$ cat src/rtl/ecc_stream_codec.sv
// Two-stage SEC-DED (extended Hamming) codec with valid/ready streaming and per-word mode.
// Stage 1 encodes / injects noise / passes the codeword; stage 2 decodes and drives the outputs.
module ecc_stream_codec #(
  parameter int DATA_BITS = 26,
  parameter int CNT_WIDTH = 16,
  localparam int PAR_BITS = (DATA_BITS <= 4)   ? 3 :
                            (DATA_BITS <= 11)  ? 4 :
                            (DATA_BITS <= 26)  ? 5 :
                            (DATA_BITS <= 57)  ? 6 :
                            (DATA_BITS <= 120) ? 7 : 8,
  localparam int CW_BITS  = DATA_BITS + PAR_BITS + 1
) (
  input  logic                 clk,
  input  logic                 rst,
  input  logic                 in_valid,
  output logic                 in_ready,
  input  logic [1:0]           in_mode,
  input  logic [CW_BITS-1:0]   in_data,
  input  logic [CW_BITS-1:0]   in_noise,
  output logic                 out_valid,
  input  logic                 out_ready,
  output logic [CW_BITS-1:0]   out_data,
  output logic [1:0]           out_err,
  input  logic                 stat_clr,
  output logic [CNT_WIDTH-1:0] cnt_corr,
  output logic [CNT_WIDTH-1:0] cnt_uncorr
);

  function automatic logic [CW_BITS-1:0] hamming_encode(input logic [DATA_BITS-1:0] d);
    logic [CW_BITS-1:0] cw;
    logic               p;
    int                 k;
    cw = '0;
    k  = 0;
    for (int i = 1; i < CW_BITS; i++) begin
      if ((i & (i - 1)) != 0) begin
        cw[i] = d[k];
        k++;
      end
    end
    for (int j = 0; j < PAR_BITS; j++) begin
      p = 1'b0;
      for (int i = 1; i < CW_BITS; i++) begin
        if (i[j] && (i != (1 << j))) p ^= cw[i];
      end
      cw[1 << j] = p;
    end
    cw[0] = ^cw[CW_BITS-1:1];
    return cw;
  endfunction

  function automatic logic [PAR_BITS-1:0] syndrome(input logic [CW_BITS-1:0] cw);
    logic [PAR_BITS-1:0] s;
    s = '0;
    for (int i = 1; i < CW_BITS; i++) begin
      if (cw[i]) s ^= PAR_BITS'(i);
    end
    return s;
  endfunction

  function automatic logic [DATA_BITS-1:0] extract_payload(input logic [CW_BITS-1:0] cw);
    logic [DATA_BITS-1:0] d;
    int                   k;
    d = '0;
    k = 0;
    for (int i = 1; i < CW_BITS; i++) begin
      if ((i & (i - 1)) != 0) begin
        d[k] = cw[i];
        k++;
      end
    end
    return d;
  endfunction

  logic                 s1_valid_q, s1_valid_d;
  logic [1:0]           s1_mode_q, s1_mode_d;
  logic [CW_BITS-1:0]   s1_cw_q, s1_cw_d;
  logic                 s2_valid_q, s2_valid_d;
  logic [CW_BITS-1:0]   out_data_q, out_data_d;
  logic [1:0]           out_err_q, out_err_d;
  logic [CNT_WIDTH-1:0] cnt_corr_q, cnt_corr_d;
  logic [CNT_WIDTH-1:0] cnt_uncorr_q, cnt_uncorr_d;

  logic                 s2_adv;
  logic                 in_ready_int;
  logic                 out_fire;
  logic [CW_BITS-1:0]   enc_cw;
  logic [PAR_BITS-1:0]  syn;
  logic                 par_odd;
  logic [CW_BITS-1:0]   fixed_cw;
  logic [1:0]           dec_err;

  // Stage 1 may refill in the same cycle stage 2 drains, so there is no bubble.
  assign s2_adv       = !s2_valid_q || out_ready;
  assign in_ready_int = !s1_valid_q || s2_adv;
  assign out_fire     = s2_valid_q && out_ready;

  always_comb begin
    enc_cw     = hamming_encode(in_data[DATA_BITS-1:0]);
    s1_valid_d = s1_valid_q;
    s1_mode_d  = s1_mode_q;
    s1_cw_d    = s1_cw_q;
    if (in_ready_int) begin
      s1_valid_d = in_valid;
      if (in_valid) begin
        s1_mode_d = in_mode;
        case (in_mode)
          2'b00:   s1_cw_d = enc_cw;
          2'b01:   s1_cw_d = in_data;
          2'b10:   s1_cw_d = enc_cw ^ in_noise;
          default: s1_cw_d = '0;
        endcase
      end
    end
  end

  always_comb begin
    syn      = syndrome(s1_cw_q);
    par_odd  = ^s1_cw_q;
    fixed_cw = s1_cw_q;
    dec_err  = 2'b10;
    if (!par_odd && syn == '0) begin
      dec_err = 2'b00;
    end else if (par_odd && int'(syn) < CW_BITS) begin
      dec_err = 2'b01;
      // syn == 0 means the flipped bit is the overall-parity bit, which carries no payload
      if (syn != '0) fixed_cw[syn] = ~s1_cw_q[syn];
    end

    s2_valid_d = s2_valid_q;
    out_data_d = out_data_q;
    out_err_d  = out_err_q;
    if (s2_adv) begin
      s2_valid_d = s1_valid_q;
      if (s1_valid_q) begin
        case (s1_mode_q)
          2'b00: begin
            out_data_d = s1_cw_q;
            out_err_d  = 2'b00;
          end
          2'b01, 2'b10: begin
            out_data_d = CW_BITS'(extract_payload(fixed_cw));
            out_err_d  = dec_err;
          end
          default: begin
            out_data_d = '0;
            out_err_d  = 2'b11;
          end
        endcase
      end
    end

    cnt_corr_d   = cnt_corr_q;
    cnt_uncorr_d = cnt_uncorr_q;
    if (stat_clr) begin
      cnt_corr_d   = '0;
      cnt_uncorr_d = '0;
    end else if (out_fire) begin
      if (out_err_q == 2'b01 && cnt_corr_q != '1)   cnt_corr_d   = cnt_corr_q + CNT_WIDTH'(1);
      if (out_err_q == 2'b10 && cnt_uncorr_q != '1) cnt_uncorr_d = cnt_uncorr_q + CNT_WIDTH'(1);
    end
  end

  always_ff @(posedge clk or negedge rst) begin
    if (!rst) begin
      s1_valid_q   <= 1'b0;
      s1_mode_q    <= 2'b00;
      s1_cw_q      <= '0;
      s2_valid_q   <= 1'b0;
      out_data_q   <= '0;
      out_err_q    <= 2'b00;
      cnt_corr_q   <= '0;
      cnt_uncorr_q <= '0;
    end else begin
      s1_valid_q   <= s1_valid_d;
      s1_mode_q    <= s1_mode_d;
      s1_cw_q      <= s1_cw_d;
      s2_valid_q   <= s2_valid_d;
      out_data_q   <= out_data_d;
      out_err_q    <= out_err_d;
      cnt_corr_q   <= cnt_corr_d;
      cnt_uncorr_q <= cnt_uncorr_d;
    end
  end

  assign in_ready   = in_ready_int;
  assign out_valid  = s2_valid_q;
  assign out_data   = out_data_q;
  assign out_err    = out_err_q;
  assign cnt_corr   = cnt_corr_q;
  assign cnt_uncorr = cnt_uncorr_q;

endmodule

$ cat config.mk
export PLATFORM = sky130hd
export DESIGN_NAME = ecc_stream_codec
export DESIGN_NICKNAME = d
export VERILOG_FILES = /design/src/rtl/ecc_stream_codec.sv
export SDC_FILE = /design/constraint.sdc
export NUM_CORES = 1
export LEC_CHECK = 0
export CAP_MARGIN = 10
export CORE_ASPECT_RATIO = 0.7
export CORE_UTILIZATION = 53
export DETAILED_ROUTE_END_ITERATION = 7
export GPL_ROUTABILITY_DRIVEN = 0
export GPL_TIMING_DRIVEN = 0
export PLACE_DENSITY = 0.92
export SYNTH_ARGS = -nofsm -noshare
export SYNTH_HDL_FRONTEND = slang
export SYNTH_SLANG_ARGS = --single-unit
$ cat constraint.sdc
create_clock -name clk -period 4.1 [get_ports clk]
set_input_delay 1.025 -clock clk [delete_from_list [all_inputs] [get_ports clk]]
set_output_delay 1.025 -clock clk [all_outputs]
set_load 0.02 [all_outputs]
==> flow_metrics.py <==
metrics = {
    "timing": {
        "slew_headroom_pct": 47.0,
        "period_share_pct": 89.8,
        "period_minus_slack_ps": 3680,
        "finalSetupViolCount": 0,
        "setup_tns_ps": 0,
        "hold_viol": 0,
        "fmax_mhz": 272,
        "tightest_slew_ps": 789,
        "fin_worst_skew_ps": 5.58,
        "rsz0062_at_grt": "no",
        "drv_slew": 0,
    },
    "global_route": {
        "grt_util_met1_pct": 45.9,
        "first_global_vias": 6142,
        "overflow": 0,
        "grt.busiest_layer": "met1",
        "grt_usage_pct": 30.5,
        "grt_max_degree": 58,
        "grtUsageMet2_pct": 45.1,
        "antenna_found_initial": 0,
        "grtUsageMet3_pct": 5.58,
        "grt_pass1_wl_um": 33200,
    },
    "floorplanning": {
        "start_util_pct": 54.8,
        "core_um2": 13300,
        "io_pins": 139,
        "die_h_um": 100,
        "fp.dieW_um": 142,
        "dieArea_um2": 14300,
        "num_rows": 35,
    },
    "cts": {
        "cts_tree": "done",
        "clk_latency_ps": 350,
        "cts_resized": 0,
        "cts_buffers": 9,
        "ctsHoldBuffers": 0,
        "numClockSinks": 102,
        "root_buffer": "clkbuf_16",
        "cts_max_level": 3,
        "clk_pin_slew_ps": 70,
        "cts.path.max_buffers": 2,
        "cts_setup_buffers": 0,
    },
    "layout": {
        "multiInputGateArea_um2": 4450,
        "fin_cells": 1079,
        "final_area_um2": 9190,
        "antenna_cells": 0,
        "drive_gt1_share_pct": 6.15,
        "syn2layout_area_growth_pct": 25.8,
        "layout.area.seq_um2": 2550,
        "num-fill-cells": 1033,
        "nets": 964,
    },
    "route": {
        "via_per_inst": 6.20,
        "via_count": 6687,
        "drc": 0,
        "firstDrtPassIters": 6,
        "wl_um": 20800,
        "ant_nets": 0,
        "wl_per_cell_um": 19.3,
        "first_iter_violations": 650,
    },
    "synthesis": {
        "ys.flop_type": "dfrtp_1",
        "syn_nets": 818,
        "yosysTopAreaCell": "dfrtp_1",
        "ys_warn_count": 0,
        "ys_types": 60,
        "ys_top_cells_by_area": "dfrtp_1, xnor2_1, mux2i_1",
        "synth-edff-count": 0,
        "synth-async-reset-ratio_pct": 100,
        "synth.yosys.seq_area_share_pct": 35.0,
        "syn_area_um2": 7300,
        "synth_seq_cells": 102,
        "synth_commonest_cells": "dfrtp_1, xnor2_1, mux2i_1",
        "synthDominantCellAreaShare_pct": 35.0,
        "syn_inst": 743,
        "yosysMostFrequentCell": "dfrtp_1",
        "synth_area_per_cell_um2": 9.83,
    },
    "run_status": {
        "run_status": "complete, no violations",
    },
    "setup_path": {
        "path_common_cell": "xnor2_1",
        "cp.arrival_ps": 3900,
        "cp_cell_sequence": "clkbuf_1 -> xnor2_1 -> xnor3_1 -> xnor2_1 -> xnor2_1 -> nand4_1 -> and4_4 -> buf_6 -> o22a_4 -> buf_6 -> o41ai_1",
        "crit_slowest_cell": "xnor2_1",
        "crit_required_ps": 4320,
        "crit_path_start": "s1_cw_q[19]",
        "rr_startpoint": "s1_cw_q[19]",
        "cpPeakStageDelay_ps": 680,
        "cp-end-kind": "flop",
        "critPathKind": "flop to flop",
        "r2r-end": "out_data[15]",
        "worst-r2r-setup-slack_ps": 420,
        "r2r_cells": 11,
        "startpoint_type": "flop",
        "path_max_fanout": 10,
        "cp-endpoint": "out_data[15]",
    },
    "worst_hold_path": {
        "hp-class": "flop to flop",
    },
    "placement": {
        "io_buffer_count": 134,
        "dp.cells": 1063,
        "dp_hpwl_um": 15700,
        "place_area_um2": 8900,
    },
    "power_and_ir_drop": {
        "leakage_nw": 3.64,
        "power.density_nw_per_um2": 814,
        "p_total_mw": 7.48,
        "ir_worst_vdd_mv": 0.614,
    },
    "run": {
        "max-cap-violations": 0,
    },
}
==> metal layers <==
metal	up-vias	part of all wire, %
li1	3033	-
met1	3187	44
met2	420	43
met3	47	11
met4	0	1.9
met5	-	0
==> worst min-delay path by stage <==
| stage | startpoint | endpoint | cells past startpoint |
|---|---|---|---|
| final | s1_valid_q | out_valid | 1 |
| after global routing | s1_valid_q | out_valid | 1 |
| after floorplan | s1_valid_q | out_valid | 1 |
| after detailed placement | s1_valid_q | out_valid | 1 |
| after CTS | s1_valid_q | out_valid | 1 |
| after global placement | s1_valid_q | out_valid | 1 |
==> kinds of logic (layout without fill, tap and decap cells) <==
kind of cell / count (synthesis) / count (layout) / synth area share, %
AO/OA/AOI/OAI: 177 / 177 / 19.8
XOR/XNOR: 137 / 137 / 17.8
AND/OR/NAND/NOR: 186 / 186 / 12.9
adder cells (fa/ha/maj): 4 / 4 / 0.686
buffers and inverters: 69 / 220 / 4.13
multiplexers: 68 / 68 / 9.79
flip-flops: 102 / 102 / 35.0
==> cell type report <==
type	count	share of cell area [%]
repair buffers	135	14.9
clock inverters	6	0.545
plain buffers	63	3.04
well taps	185	2.52
inverters	6	0.245
flip-flops and latches	102	27.8
clock buffers	10	2.60
multi-input cells	572	48.4
==> cell usage in the layout (no fill, tap or decap), types with 6 or more instances in the layout <==
master / instances
a21oi_1: 7
a221oi_1: 9
a22o_1: 10
a22oi_1: 10
a311oi_1: 6
a31oi_1: 6
and3_1: 8
clkbuf_1: 41
clkbuf_16: 9
clkbuf_2: 9
clkdlybuf4s50_1: 133
dfrtp_1: 102
inv_1: 6
mux2i_1: 62
nand2_1: 35
nand2b_1: 6
nand3_1: 19
nand4_1: 12
nor2_1: 53
nor2b_1: 23
nor3_1: 7
o211a_1: 7
o211ai_1: 7
o21a_1: 35
o21ai_0: 11
o221ai_1: 30
o311ai_0: 11
o41ai_1: 10
xnor2_1: 91
xor2_1: 38
==> where the power goes <==
| part | switching [mW] | internal, mW | leakage (nW) |
|---|---|---|---|
| Clock | 0.388 | 0.436 | 0.136 |
| Combinational | 3.11 | 2.15 | 2.21 |
| Sequential | 0.188 | 1.21 | 1.29 |
==> critical path, delay by kind of cell (launching register included) <==
| kind | cells | cell delay, ps |
|---|---|---|
| DFF | 1 | 340 |
| buffers and inverters | 3 | 730 |
| AOI/OAI and AO/OA | 2 | 710 |
| and+or+nand+nor | 2 | 360 |
| xor gates and xnor gates | 4 | 1410 |
==> registers in the layout, indices dropped and copies added, names as in the netlist <==
signal,flops
cnt_corr,16
cnt_uncorr,16
out_data,32
out_err,2
out_valid,1
s1_cw_q,32
s1_mode_q,2
s1_valid_q,1
==> per-stage QoR <==
step,setup slack [ps],hold slack (ps),utilization [%]
6_report,418,493,69.0
4_1_cts,517,494,69.0
2_1_floorplan,1010,457,-
3_3_place_gp,-1570,464,66.7
5_1_grt,214,521,69.0
3_5_place_dp,350,475,66.8
No activity file was read; power rests on OpenSTA's default activity.
